## src/rtl/if_stage_pkg.sv

```systemverilog
// Shared widths, constants and fetch FSM encoding for the instruction-fetch stage.
package if_stage_pkg;

    localparam int INST_W = 32;
    localparam int PC_W   = 32;
    localparam int IMM_W  = 16;

    localparam logic [PC_W-1:0]   PC_STEP  = 32'd4;
    localparam logic [INST_W-1:0] NOP_INST = 32'h0000_0000;

    typedef enum logic [0:0] {
        REQ  = 1'b0,
        WAIT = 1'b1
    } fetch_state_e;

    // Zero-extend a branch immediate to a full PC and force word alignment.
    function automatic logic [PC_W-1:0] branch_target(input logic [IMM_W-1:0] imm);
        return {16'h0000, imm & 16'hFFFC};
    endfunction

endpackage

```

## src/rtl/if_stage_fetch_fifo.sv

```systemverilog
// fetch_fifo: small synchronous FIFO with flush; depth must be a power of two.
module fetch_fifo #(
    parameter  int DEPTH = 2,
    parameter  int WIDTH = 64,
    localparam int AW    = $clog2(DEPTH),
    localparam int CW    = AW + 1
) (
    input  logic             clk,
    input  logic             reset,
    input  logic             flush,
    input  logic             push,
    input  logic             pop,
    input  logic [WIDTH-1:0] wdata,
    output logic [WIDTH-1:0] rdata,
    output logic [CW-1:0]    count,
    output logic             full,
    output logic             empty
);

    logic [WIDTH-1:0] mem_r [DEPTH];
    logic [AW-1:0]    wr_ptr_r;
    logic [AW-1:0]    rd_ptr_r;
    logic [CW-1:0]    count_r;
    logic             do_push_s;
    logic             do_pop_s;

    // Qualify push/pop against occupancy so the pointers can never overrun.
    always_comb begin
        do_push_s = push && (count_r != CW'(DEPTH));
        do_pop_s  = pop && (count_r != {CW{1'b0}});
    end

    // Entry storage; contents need no reset because count gates every read.
    always_ff @(posedge clk) begin
        if (do_push_s && !flush && !reset) begin
            mem_r[wr_ptr_r] <= wdata;
        end
    end

    // Pointer and occupancy tracking; flush empties the queue in one edge.
    always_ff @(posedge clk) begin
        if (reset || flush) begin
            wr_ptr_r <= {AW{1'b0}};
            rd_ptr_r <= {AW{1'b0}};
            count_r  <= {CW{1'b0}};
        end else begin
            if (do_push_s) begin
                wr_ptr_r <= wr_ptr_r + AW'(1'b1);
            end
            if (do_pop_s) begin
                rd_ptr_r <= rd_ptr_r + AW'(1'b1);
            end
            case ({do_push_s, do_pop_s})
                2'b10:   count_r <= count_r + CW'(1'b1);
                2'b01:   count_r <= count_r - CW'(1'b1);
                default: count_r <= count_r;
            endcase
        end
    end

    // Status and head-of-queue read.
    always_comb begin
        rdata = mem_r[rd_ptr_r];
        count = count_r;
        full  = (count_r == CW'(DEPTH));
        empty = (count_r == {CW{1'b0}});
    end

endmodule

```

## src/rtl/if_stage.sv

```systemverilog
// if_stage: PC ownership, single-outstanding imem fetch, fetch buffer and IF/ID register.
// Optional performance counters are enabled by defining IF_PERF_CNT_EN.
module if_stage
    import if_stage_pkg::*;
#(
    parameter logic [PC_W-1:0] RESET_PC  = 32'h0000_0000,
    parameter int              BUF_DEPTH = 2
) (
    input  logic              clk,
    input  logic              reset,
    input  logic              ID_br_ctrl,
    input  logic [IMM_W-1:0]  ID_imm_addr,
    input  logic              hdu_stall,
    output logic              imem_req,
    output logic [PC_W-1:0]   imem_addr,
    input  logic              imem_gnt,
    input  logic              imem_rvalid,
    input  logic [INST_W-1:0] imem_rdata,
    output logic [INST_W-1:0] ID_inst,
    output logic [PC_W-1:0]   ID_pc,
    output logic              ID_valid
`ifdef IF_PERF_CNT_EN
    ,
    output logic [31:0]       perf_fetched,
    output logic [31:0]       perf_killed
`endif
);

    localparam int CNT_W = $clog2(BUF_DEPTH) + 1;
    localparam int ENT_W = PC_W + INST_W;
    localparam logic [CNT_W-1:0] DEPTH_CNT = CNT_W'(BUF_DEPTH);

    fetch_state_e      state_r;
    fetch_state_e      state_next_s;
    logic [PC_W-1:0]   fetch_pc_r;
    logic [PC_W-1:0]   fetch_pc_next_s;
    logic [PC_W-1:0]   out_pc_r;
    logic              kill_r;
    logic              kill_next_s;
    logic              req_s;
    logic              grant_s;
    logic              push_s;
    logic              pop_s;
    logic [ENT_W-1:0]  head_s;
    logic [CNT_W-1:0]  count_s;
    logic              full_s;
    logic              empty_s;

    fetch_fifo #(
        .DEPTH (BUF_DEPTH),
        .WIDTH (ENT_W)
    ) u_fetch_fifo (
        .clk   (clk),
        .reset (reset),
        .flush (ID_br_ctrl),
        .push  (push_s),
        .pop   (pop_s),
        .wdata ({out_pc_r, imem_rdata}),
        .rdata (head_s),
        .count (count_s),
        .full  (full_s),
        .empty (empty_s)
    );

    // Fetch FSM next state: one request outstanding; a redirect retargets and kills in-flight work.
    always_comb begin
        state_next_s    = state_r;
        fetch_pc_next_s = fetch_pc_r;
        kill_next_s     = kill_r;
        req_s           = 1'b0;
        grant_s         = 1'b0;
        push_s          = 1'b0;
        case (state_r)
            REQ: begin
                req_s   = !reset && (count_s < DEPTH_CNT);
                grant_s = req_s && imem_gnt;
                if (grant_s) begin
                    state_next_s    = WAIT;
                    fetch_pc_next_s = fetch_pc_r + PC_STEP;
                end else begin
                    state_next_s = REQ;
                end
            end
            WAIT: begin
                if (imem_rvalid) begin
                    state_next_s = REQ;
                    kill_next_s  = 1'b0;
                    push_s       = !kill_r && !ID_br_ctrl && !full_s;
                end else begin
                    state_next_s = WAIT;
                end
            end
            default: begin
                state_next_s = REQ;
                kill_next_s  = 1'b0;
            end
        endcase
        // A response still outstanding after this edge belongs to the old path.
        if (ID_br_ctrl) begin
            fetch_pc_next_s = branch_target(ID_imm_addr);
            kill_next_s     = kill_next_s || grant_s || ((state_r == WAIT) && !imem_rvalid);
        end else begin
            fetch_pc_next_s = fetch_pc_next_s;
        end
    end

    // Memory-side outputs and buffer dequeue decision.
    always_comb begin
        imem_req  = req_s;
        imem_addr = fetch_pc_r;
        pop_s     = !ID_br_ctrl && !hdu_stall && !empty_s;
    end

    // Fetch FSM state, PC and kill flag registers.
    always_ff @(posedge clk) begin
        if (reset) begin
            state_r    <= REQ;
            fetch_pc_r <= RESET_PC;
            out_pc_r   <= {PC_W{1'b0}};
            kill_r     <= 1'b0;
        end else begin
            state_r    <= state_next_s;
            fetch_pc_r <= fetch_pc_next_s;
            kill_r     <= kill_next_s;
            if (grant_s) begin
                out_pc_r <= fetch_pc_r;
            end
        end
    end

    // IF/ID register: redirect clears it, stall holds it, otherwise it takes the buffer head.
    always_ff @(posedge clk) begin
        if (reset) begin
            ID_inst  <= NOP_INST;
            ID_pc    <= {PC_W{1'b0}};
            ID_valid <= 1'b0;
        end else if (ID_br_ctrl) begin
            ID_inst  <= NOP_INST;
            ID_pc    <= {PC_W{1'b0}};
            ID_valid <= 1'b0;
        end else if (hdu_stall) begin
            ID_inst  <= ID_inst;
            ID_pc    <= ID_pc;
            ID_valid <= ID_valid;
        end else if (!empty_s) begin
            ID_inst  <= head_s[INST_W-1:0];
            ID_pc    <= head_s[ENT_W-1:INST_W];
            ID_valid <= 1'b1;
        end else begin
            ID_inst  <= NOP_INST;
            ID_valid <= 1'b0;
        end
    end

`ifdef IF_PERF_CNT_EN
    logic discard_s;

    // A response is discarded when it returns into a killed slot or meets a redirect.
    always_comb begin
        discard_s = (state_r == WAIT) && imem_rvalid && (kill_r || ID_br_ctrl);
    end

    // Wrapping counters of delivered fetches and of work thrown away.
    always_ff @(posedge clk) begin
        if (reset) begin
            perf_fetched <= 32'd0;
            perf_killed  <= 32'd0;
        end else begin
            perf_fetched <= perf_fetched + {31'd0, push_s};
            perf_killed  <= perf_killed + {31'd0, discard_s}
                          + (ID_br_ctrl ? {{(32-CNT_W){1'b0}}, count_s} : 32'd0);
        end
    end
`endif

endmodule

```

## config.mk

```make
export PLATFORM = sky130hd
export DESIGN_NAME = if_stage
export DESIGN_NICKNAME = d
export VERILOG_FILES = /design/src/rtl/if_stage_pkg.sv /design/src/rtl/if_stage_fetch_fifo.sv /design/src/rtl/if_stage.sv
export SDC_FILE = /design/constraint.sdc
export NUM_CORES = 1
export LEC_CHECK = 0
export ABC_AREA = 1
export CAP_MARGIN = 20
export CELL_PAD_IN_SITES_DETAIL_PLACEMENT = 0
export CELL_PAD_IN_SITES_GLOBAL_PLACEMENT = 1
export CORE_MARGIN = 2
export CORE_UTILIZATION = 45
export CTS_CLUSTER_DIAMETER = 150
export DETAILED_ROUTE_END_ITERATION = 7
export PLACE_DENSITY = 0.84
export RECOVER_POWER = 25
export SYNTH_ARGS = -nofsm -noshare
export SYNTH_HDL_FRONTEND = slang
export SYNTH_SLANG_ARGS = --single-unit
export TNS_END_PERCENT = 5
```

## constraint.sdc

```tcl
create_clock -name clk -period 13.58 [get_ports clk]
set_input_delay 2.716 -clock clk [delete_from_list [all_inputs] [get_ports clk]]
set_output_delay 2.716 -clock clk [all_outputs]
set_load 0.03 [all_outputs]
```

==> flow_summary_export.csv, run 1 <==
group,metric,value,unit
yosys,synthDistinctLibCells,35,
yosys,syn_avg_cell_area,10.20,sq um
critical_path,cp-startpoint,"reset",
timing,rsz0062_at_grt,"no",
placement,hpwl,13530,microns
drt,viasPerCell,5.008,
clock_tree,root_buffer,"clkbuf_16",
clock_tree,htreeDepth,1,
clock_tree,cts.sinks,254,
layout,utilization,0.5726,
floorplanning,initial_core_util,0.4550,
global_routing,antenna_found_initial,0,
placement,gp_congestion,0.8156,
global_routing,gr-total-overflow,0,
timing,hold_ws,0.4441,ns
clock_tree,holdBufCountCts,0,
drt,wl_per_cell,15.31,microns
run_status,status,"finished clean",
critical_path,crit_type,"in2out",
global_routing,grt_pass1_wl,34490,microns
timing,fin_skew,0.005851,ns
layout,antenna_cells,0,
drt,ant_nets,0,
floorplanning,fp.dieW,151.9,microns
clock_tree,cts.clk_slew.worst_paths,0.06,ns
drt,first_pass_iters,4,
global_routing,grt_pass1_vias,6626,
critical_path,arrival,4.36,ns
critical_path,required,10.86,ns
floorplanning,die-height,151.9,microns
clock_tree,insertion_delay,0.52,ns
layout,layout-drive-gt1-share,0.1047,
floorplanning,die_area,23060,sq um
yosys,synth_largest_area_cell,"edfxtp_1",
timing,fin_crit,7.076,ns
job,cap_violations,0,
placement,numPortBuffers,145,
clock_tree,cts_resized,0,
yosys,ys_seq_elements,254,
clock_tree,clockBufferDepth,3,
timing,max_clock_freq,0.1413,GHz
timing,finalHoldViolCount,0,
floorplanning,rows,54,
timing,tns,0,ns
timing,worst_slack,6.504,ns
yosys,ys_warn_count,0,
timing,setup_violations,0,
critical_path,path_cells,"clkdlybuf4s50_1 > buf_4 > nor3_1 > clkdlybuf4s50_1",
critical_path,setup.worst_path.end,"imem_req",
floorplanning,ioPinCount,152,
layout,final_common_cell,"nand2_1",
yosys,ys_seq_area_frac,0.6431,
timing,worstMarginPinSlew,1.030,ns
clock_tree,post-cts-setup-buffers,0,
timing,maxSlewHeadroom,0.3135,
power_and_ir_drop,powerDensity,129.8,nW/um^2
global_routing,grtUsageTotal,0.1817,
timing,fin_crit_sh,0.5211,
placement,dpl_cell_area,11490,sq um
clock_tree,tritoncts,"yes",
layout,area_growth,25.85,%
layout,nFillCells,1887,
critical_path,critPathMaxFanout,30,
critical_path,reg2reg_setup_slack,11.18,ns
critical_path,crit_path_top_delay_cell,"clkdlybuf4s50_1",
layout,final_cell_mix,"nand2_1 (187), a21oi_1 (142), dfxtp_1 (129)",
yosys,syn_area,9837,sq um
critical_path,crit_top_cell,"clkdlybuf4s50_1",
drt,route.detailed.drc,0,
yosys,syn_inst,964,
critical_path,critPathCaptureType,"output pin",
critical_path,cpPeakStageDelay,0.76,ns
layout,design_area,12380,sq um
global_routing,grt_max_degree,93,
drt,drtIter0Drc,328,
yosys,yosys-top-cells-area,"edfxtp_1 (38%), dfxtp_1 (26%), a21oi_1 (7.2%)",
timing,finalMaxSlewViolations,0,
critical_path,worstSetupStartpointType,"input port",
layout,nets,1153,
yosys,yosysTopAreaCellShare,0.3785,
critical_path,r2r-start,"u_fetch_fifo.count[0]$_SDFFE_PP0P_",
min_path,hold_path_class,"reg2reg",
critical_path,r2r_end,"u_fetch_fifo.mem_r[1][36]$_DFFE_PP_",
placement,dp_slack,6.497,ns
drt,wl,21380,microns
clock_tree,numCtsBuffers,26,
power_and_ir_drop,p_leak,4.352,nW
floorplanning,core_region_area,21620,sq um
critical_path,worstRegToRegCells,7,
drt,num_vias,6996,
power_and_ir_drop,peakVddDrop,0.06319,mV
==> metrics by stage <==
step,instances,total power [mW]
detailed placement,1349,0.9017
finish,1397,1.607
floorplan,967,0.8700
global route,1397,1.663
global placement,1349,0.9003
CTS,1397,1.627
==> flip-flops by register name (all words and copies together), names as in the netlist, named ones only <==
signal and flops:
out_pc_r 30, u_fetch_fifo.wr_ptr_r 1, u_fetch_fifo.mem_r 124, u_fetch_fifo.count 2, u_fetch_fifo.rd_ptr_r 1, ID_valid 1, kill_r 1, state_r 1
ID_inst 32, ID_pc 30, imem_addr 30
==> worst min path at each step <==
stage | endpoint | startpoint | slack (ns) | cells after the start
6_report | u_fetch_fifo.mem_r[1][62]$_DFFE_PP_ | out_pc_r[30]$_SDFFE_PP0P_ | 0.44 | 0
5_1_grt | u_fetch_fifo.mem_r[0][47]$_DFFE_PP_ | out_pc_r[15]$_SDFFE_PP0P_ | 0.48 | 0
4_1_cts | u_fetch_fifo.mem_r[1][62]$_DFFE_PP_ | out_pc_r[30]$_SDFFE_PP0P_ | 0.44 | 0
3_5_place_dp | u_fetch_fifo.mem_r[1][62]$_DFFE_PP_ | out_pc_r[30]$_SDFFE_PP0P_ | 0.43 | 0
3_3_place_gp | u_fetch_fifo.mem_r[1][58]$_DFFE_PP_ | out_pc_r[26]$_SDFFE_PP0P_ | 0.43 | 0
2_1_floorplan | u_fetch_fifo.mem_r[0][37]$_DFFE_PP_ | out_pc_r[5]$_SDFFE_PP0P_ | 0.42 | 0
==> critical path, delay by kind of cell <==
kind	cells	cell delay [ns]
buffers and inverters	3	1.40
and+or+nand+nor	1	0.22
==> kinds of logic (layout without fill, tap and decap cells) <==
group | after synthesis | count (layout) | share of synthesized area
AND/OR/NAND/NOR | 326 | 326 | 0.1449
flip-flops | 254 | 254 | 0.6431
AO/OA/AOI/OAI | 214 | 214 | 0.1108
buffers and inverters | 126 | 276 | 0.05368
multiplexers | 32 | 32 | 0.03663
XOR/XNOR | 9 | 9 | 0.008014
adder cells (fa/ha/maj) | 2 | 2 | 0.002543
other | 1 | 4 | 0.0003812
==> area by class of cell <==
cell class,instances,area (sq um),area share
Multi-Input combinational cell,587,3017,0.2437
Timing Repair Buffer,153,1511,0.1221
Tap cell,280,350.3,0.02830
Inverter,75,284.0,0.02294
Clock buffer,33,738.2,0.05963
Sequential cell,254,6330,0.5113
Clock inverter,15,148.9,0.01203
==> report_power, final <==
part | switching [mW] | total (mW) | internal, mW
clock network | 0.285 | 0.724 | 0.439
logic | 0.0377 | 0.0635 | 0.0258
registers | 0.00906 | 0.820 | 0.811
total | 0.332 | 1.61 | 1.28
==> routing by layer <==
| metal | part of all wire | GRT usage | routed length (microns) |
|---|---|---|---|
| met5 | 0 | 0 | 0 |
| met2 | 0.46 | 0.2934 | 9927 |
| met3 | 0.048 | 0.03137 | 1024 |
| met1 | 0.47 | 0.2565 | 10090 |
| met4 | 0.016 | 0.04673 | 340 |
==> synth_stat cells, drive strengths merged <==
cell type / number
nand2: 195
a21oi: 142
dfxtp: 130
edfxtp: 124
nor2: 94
inv: 75
o21ai: 63
mux2: 32
buf: 28
clkbuf: 23
nand3: 18
nand4: 10
nor3: 7
xor2: 7
a31oi: 5
ha: 2
o211ai: 2
xnor2: 2
a22oi: 1
a32o: 1
and3: 1
conb: 1
or2: 1
No activity file was read; power rests on OpenSTA's default activity.
==> run 2, diff against run 1 <==
--- a/config.mk
+++ b/config.mk
@@ -10,10 +10,10 @@
 export CELL_PAD_IN_SITES_DETAIL_PLACEMENT = 0
 export CELL_PAD_IN_SITES_GLOBAL_PLACEMENT = 1
 export CORE_MARGIN = 2
-export CORE_UTILIZATION = 45
+export CORE_UTILIZATION = 38
 export CTS_CLUSTER_DIAMETER = 150
 export DETAILED_ROUTE_END_ITERATION = 7
-export PLACE_DENSITY = 0.84
+export PLACE_DENSITY = 0.75
 export RECOVER_POWER = 25
 export SYNTH_ARGS = -nofsm -noshare
 export SYNTH_HDL_FRONTEND = slang
==> constraint.sdc (replaced) <==
create_clock -name clk -period 6.05 [get_ports clk]
set_input_delay 1.21 -clock clk [delete_from_list [all_inputs] [get_ports clk]]
set_output_delay 1.21 -clock clk [all_outputs]
set_load 0.03 [all_outputs]
==> run 2 against run 1 <==
Against the previous run: register-to-register slack got worse by 7.4 ns; sequential share of layout area decreased by 0.89 points; first-iteration DRC count increased by 34%; count of clock-buffer cells in the layout unchanged; worst setup slack got worse by 4.6 ns; critical endpoint unchanged; global-route usage decreased by 1.8 points; die area increased by 18%; routed wire length increased by 4.4%; via count decreased by 0.39%; flip-flop and latch count unchanged; final cell count increased by 3.9%; largest power group is now clock.
==> flow_summary_export.csv, run 2 (synthesis gave the netlist of run 1 again) <==
group,metric,value,unit
run_status,status,"finished clean",
placement,hpwl,13690,microns
timing,finalHoldViolCount,0,
global_routing,grt_pass1_wl,34900,microns
global_routing,met2_usage,0.2763,
drt,wl_per_cell,15.38,microns
timing,worstMarginPinSlew,1.075,ns
clock_tree,numCtsBuffers,28,
critical_path,crit_type,"in2out",
critical_path,critPathCaptureType,"output pin",
placement,dp_slack,1.827,ns
critical_path,path_cells,"clkdlybuf4s50_1 > buf_4 > nor3_1 > clkdlybuf4s50_1",
drt,route.detailed.drc,0,
floorplanning,die_area,27190,sq um
layout,final_cell_mix,"nand2_1 (187), a21oi_1 (142), dfxtp_1 (129)",
power_and_ir_drop,peakVddDrop,0.1720,mV
critical_path,required,4.84,ns
layout,layout-drive-gt1-share,0.1115,
clock_tree,clockBufferDepth,3,
clock_tree,insertion_delay,0.53,ns
clock_tree,htreeDepth,1,
critical_path,crit_buf_inv,3,
layout,regMostFlops,"u_fetch_fifo.mem_r",
global_routing,use_met3,0.03039,
global_routing,busiest_layer,"met2",
drt,viasPerCell,4.800,
timing,maxSlewHeadroom,0.2836,
global_routing,grt_pass1_vias,6608,
global_routing,use_met1,0.2203,
drt,drtIter0Drc,439,
timing,hold_ws,0.4577,ns
timing,tns,0,ns
critical_path,arrival,2.93,ns
global_routing,grtUsageTotal,0.1636,
drt,wl,22330,microns
timing,fin_skew,0.01167,ns
global_routing,antenna_found_initial,1,
clock_tree,cts.sinks,254,
clock_tree,cts.clk_slew.worst_paths,0.06,ns
layout,stdcell_count,1452,
critical_path,crit_top_cell,"clkdlybuf4s50_1",
power_and_ir_drop,powerDensity,306.9,nW/um^2
timing,finalMaxSlewViolations,0,
global_routing,gr-total-overflow,0,
placement,dp.cells,1399,
floorplanning,initial_core_util,0.3884,
floorplanning,core_region_area,25330,sq um
drt,num_vias,6969,
timing,fin_crit,4.139,ns
floorplanning,ioPinCount,152,
timing,max_clock_freq,0.2416,GHz
critical_path,crit_family,"buffers and inverters",
drt,first_pass_iters,5,
timing,setup_violations,0,
floorplanning,die-height,164.9,microns
placement,numPortBuffers,145,
clock_tree,root_buffer,"clkbuf_16",
layout,nets,1155,
timing,rsz0062_at_grt,"no",
layout,largest_reg_flops,124,
clock_tree,holdBufCountCts,0,
clock_tree,post-cts-setup-buffers,0,
floorplanning,rows,58,
timing,fin_crit_sh,0.6842,
critical_path,worstSetupStartpointType,"input port",
layout,area_growth,28.08,%
clock_tree,tritoncts,"yes",
placement,gp_congestion,0.8027,
clock_tree,cts_resized,0,
timing,worst_slack,1.911,ns
min_path,hold_path_class,"reg2reg",
floorplanning,fp.dieW,164.9,microns
critical_path,crit_path_top_delay_cell,"clkdlybuf4s50_1",
layout,final_common_cell,"nand2_1",
critical_path,cpPeakStageDelay,0.74,ns
critical_path,critPathMaxFanout,30,
layout,reg_top3,"u_fetch_fifo.mem_r (124), ID_inst (32)",
job,cap_violations,0,
global_routing,grt_max_degree,93,
power_and_ir_drop,p_leak,4.424,nW
drt,ant_nets,0,
==> run 2: cell count changes in the layout (fill, tap and decap cells not counted), moves of 2 or more <==
| cell | delta |
|---|---|
| clkinv_1 | -5 |
| bufinv_16 | +4 |
| clkinv_2 | +3 |
| clkbuf_16 | +2 |
| clkbuf_8 | -3 |
==> run 2: final timing paths <==
path	from	end	slack (ns)	cells after the start
max	reset	imem_req	1.91	4
max reg2reg	u_fetch_fifo.count[0]$_SDFFE_PP0P_	u_fetch_fifo.mem_r[1][52]$_DFFE_PP_	3.80	7
min reg2reg	out_pc_r[21]$_SDFFE_PP0P_	u_fetch_fifo.mem_r[0][53]$_DFFE_PP_	0.46	0
min	out_pc_r[21]$_SDFFE_PP0P_	u_fetch_fifo.mem_r[0][53]$_DFFE_PP_	0.46	0
==> run 2: through the flow <==
step                      area (sq um)  power (mW)  utilization
after global routing             12600       3.998       0.4975
after global placement           11560       2.026       0.4565
final                            12600       3.866       0.4975
after detailed placement         11560       2.028       0.4565
after CTS                        12600       3.917       0.4974
after floorplan                   9853       1.953            -
==> run 2: routing by layer <==
layer | vias up | routed length, microns
li1 | 3536 | -
met1 | 3243 | 10550
met2 | 168 | 10400
met3 | 22 | 1129
met4 | 0 | 247
met5 | - | 0
==> run 2: layout make-up <==
type / instances / area (sq um)
Clock buffer: 33 / 750.7
Tap cell: 330 / 412.9
Sequential cell: 254 / 6330
Clock inverter: 19 / 285.3
Antenna cell: 1 / 2.502
Fill cell: 2397 / 12730
Inverter: 75 / 284.0
Timing Repair Buffer: 153 / 1511
Multi-Input combinational cell: 587 / 3023
==> run 2: report_power, final <==
part | internal (mW) | total [mW] | switching (mW)
combinational | 0.0583 | 0.145 | 0.0867
sequential | 1.82 | 1.84 | 0.0206
clock | 1.19 | 1.88 | 0.693
total | 3.07 | 3.87 | 0.800
==> run 3, diff against run 2 <==
==> constraint.sdc (replaced) <==
create_clock -name clk -period 3.65 [get_ports clk]
set_input_delay 0.73 -clock clk [delete_from_list [all_inputs] [get_ports clk]]
set_output_delay 0.73 -clock clk [all_outputs]
set_load 0.03 [all_outputs]
==> run 3 against run 2 <==
Against the previous run: count of clock-buffer cells in the layout rose by 8; final cell count is 0.14% higher; register-to-register slack got worse by 2.0 ns; flip-flop and latch count is the same; worst setup slack got worse by 0.98 ns; clock skew rose by 0.0030 ns; sequential power grew 66%; critical path type unchanged.
==> flow_summary_export.csv, run 3 (synthesis gave the netlist of run 1 again) <==
group,metric,value,unit
critical_path,path_cells,"clkdlybuf4s50_1 > nor3_1 > clkdlybuf4s50_1",
run_status,status,"finished clean",
timing,maxSlewHeadroom,0.2844,
critical_path,crit_buf_inv,2,
floorplanning,die-height,164.9,microns
layout,design_area,12540,sq um
layout,layout-drive-gt1-share,0.1062,
critical_path,r2r-start,"u_fetch_fifo.count[1]$_SDFFE_PP0P_",
drt,route.detailed.drc,0,
placement,dp.cells,1401,
critical_path,r2r_end,"ID_pc[15]$_SDFFE_PP0P_",
min_path,holdPathStages,0,
clock_tree,htreeDepth,1,
timing,finalHoldViolCount,0,
timing,finalMaxSlewViolations,0,
drt,wl_per_cell,15.43,microns
global_routing,grt_pass1_wl,35450,microns
clock_tree,clockBufferDepth,3,
clock_tree,insertion_delay,0.54,ns
layout,regMostFlops,"u_fetch_fifo.mem_r",
floorplanning,rows,58,
floorplanning,ioPinCount,152,
clock_tree,post-cts-setup-buffers,0,
placement,dpl_cell_area,11610,sq um
drt,viasPerCell,4.797,
critical_path,worstSetupStartpointType,"input port",
critical_path,arrival,1.98,ns
global_routing,grtUsageTotal,0.1651,
job,cap_violations,0,
clock_tree,tritoncts,"yes",
placement,hpwl,13930,microns
critical_path,cpPeakStageDelay,0.70,ns
global_routing,gr-total-overflow,0,
floorplanning,initial_core_util,0.3884,
critical_path,reg2reg_setup_slack,1.76,ns
power_and_ir_drop,total_power,6.077,mW
layout,reg_top3,"u_fetch_fifo.mem_r (124), ID_inst (32)",
power_and_ir_drop,p_leak,4.388,nW
layout,area_growth,27.51,%
critical_path,critPathMaxFanout,2,
critical_path,critPathCaptureType,"output pin",
layout,nets,1156,
floorplanning,core_region_area,25330,sq um
clock_tree,cts.clk_slew.worst_paths,0.06,ns
clock_tree,root_buffer,"clkbuf_16",
power_and_ir_drop,peakVddDrop,0.2706,mV
placement,numPortBuffers,145,
drt,num_vias,6975,
global_routing,grt_max_degree,93,
placement,gp_congestion,0.8053,
min_path,min_to,"u_fetch_fifo.mem_r[0][57]$_DFFE_PP_",
layout,final_cell_mix,"nand2_1 (187), a21oi_1 (142), dfxtp_1 (129)",
critical_path,crit_family,"buffers and inverters",
min_path,hold_path_class,"reg2reg",
floorplanning,die_area,27190,sq um
global_routing,antenna_found_initial,3,
layout,largest_reg_flops,124,
timing,rsz0062_at_grt,"no",
timing,max_clock_freq,0.3684,GHz
power_and_ir_drop,powerDensity,484.5,nW/um^2
global_routing,grt_pass1_vias,6698,
clock_tree,cts_resized,0,
drt,wl,22430,microns
critical_path,crit_type,"in2out",
floorplanning,fp.dieW,164.9,microns
clock_tree,holdBufCountCts,0,
critical_path,crit_top_cell,"clkdlybuf4s50_1",
layout,stdcell_count,1454,
layout,final_common_cell,"nand2_1",
critical_path,worstRegToRegCells,5,
critical_path,crit_path_top_delay_cell,"clkdlybuf4s50_1",
timing,fin_crit,2.714,ns
timing,fin_skew,0.01464,ns
timing,tns,0,ns
critical_path,required,2.92,ns
min_path,min_from,"out_pc_r[25]$_SDFFE_PP0P_",
clock_tree,numCtsBuffers,27,
timing,worstMarginPinSlew,1.073,ns
drt,ant_nets,0,
timing,setup_violations,0,
clock_tree,cts.sinks,254,
timing,hold_ws,0.4505,ns
drt,drtIter0Drc,463,
drt,first_pass_iters,5,
timing,fin_crit_sh,0.7436,
## run 3: cell types whose count changed in the layout (fill, tap and decap cells not counted), moves of 3 or more
cell	delta
buf_12	+3
bufinv_16	-5
clkbuf_1	+5
clkbuf_8	+3
clkinv_2	-6
## run 3: how the worst max path moves through the flow
stage | slack [ns] | end | cells after the start | from
global route | 0.88 | imem_req | 3 | reset
CTS | 0.92 | imem_req | 3 | reset
detailed placement | 0.81 | imem_addr[6]$_SDFFE_PP0P_ | 10 | reset
floorplan | 0.40 | u_fetch_fifo.mem_r[1][0]$_DFFE_PP_ | 6 | ID_br_ctrl
global placement | 0.83 | imem_addr[6]$_SDFFE_PP0P_ | 10 | reset
finish | 0.94 | imem_req | 3 | reset
## run 3: layout make-up
cell class	instances	area [sq um]
Timing Repair Buffer	155	1564
Inverter	75	284.0
Antenna cell	3	7.507
Fill cell	2313	12780
Clock buffer	41	810.8
Multi-Input combinational cell	587	3023
Clock inverter	9	111.4
Tap cell	330	412.9
Sequential cell	254	6330
## run 3: metal layers
| layer | vias up | share of wire | GRT usage |
|---|---|---|---|
| li1 | 3524 | - | - |
| met5 | - | 0.00058 | 0 |
| met3 | 43 | 0.059 | 0.03189 |
| met4 | 2 | 0.026 | 0.05020 |
| met1 | 3224 | 0.47 | 0.2242 |
| met2 | 182 | 0.44 | 0.2682 |
## run 3: report_power, final
part           switching, mW  internal (mW)
registers             0.0339           3.02
clock network           1.10           1.68
logic                  0.143          0.100
## run 3: stage by stage
step                utilization  setup WS (ns)
finish                   0.4953         0.9357
global route             0.4951         0.8802
CTS                      0.4950         0.9236
detailed placement       0.4586         0.8128
global placement         0.4586         0.8298
floorplan                     -         0.4038
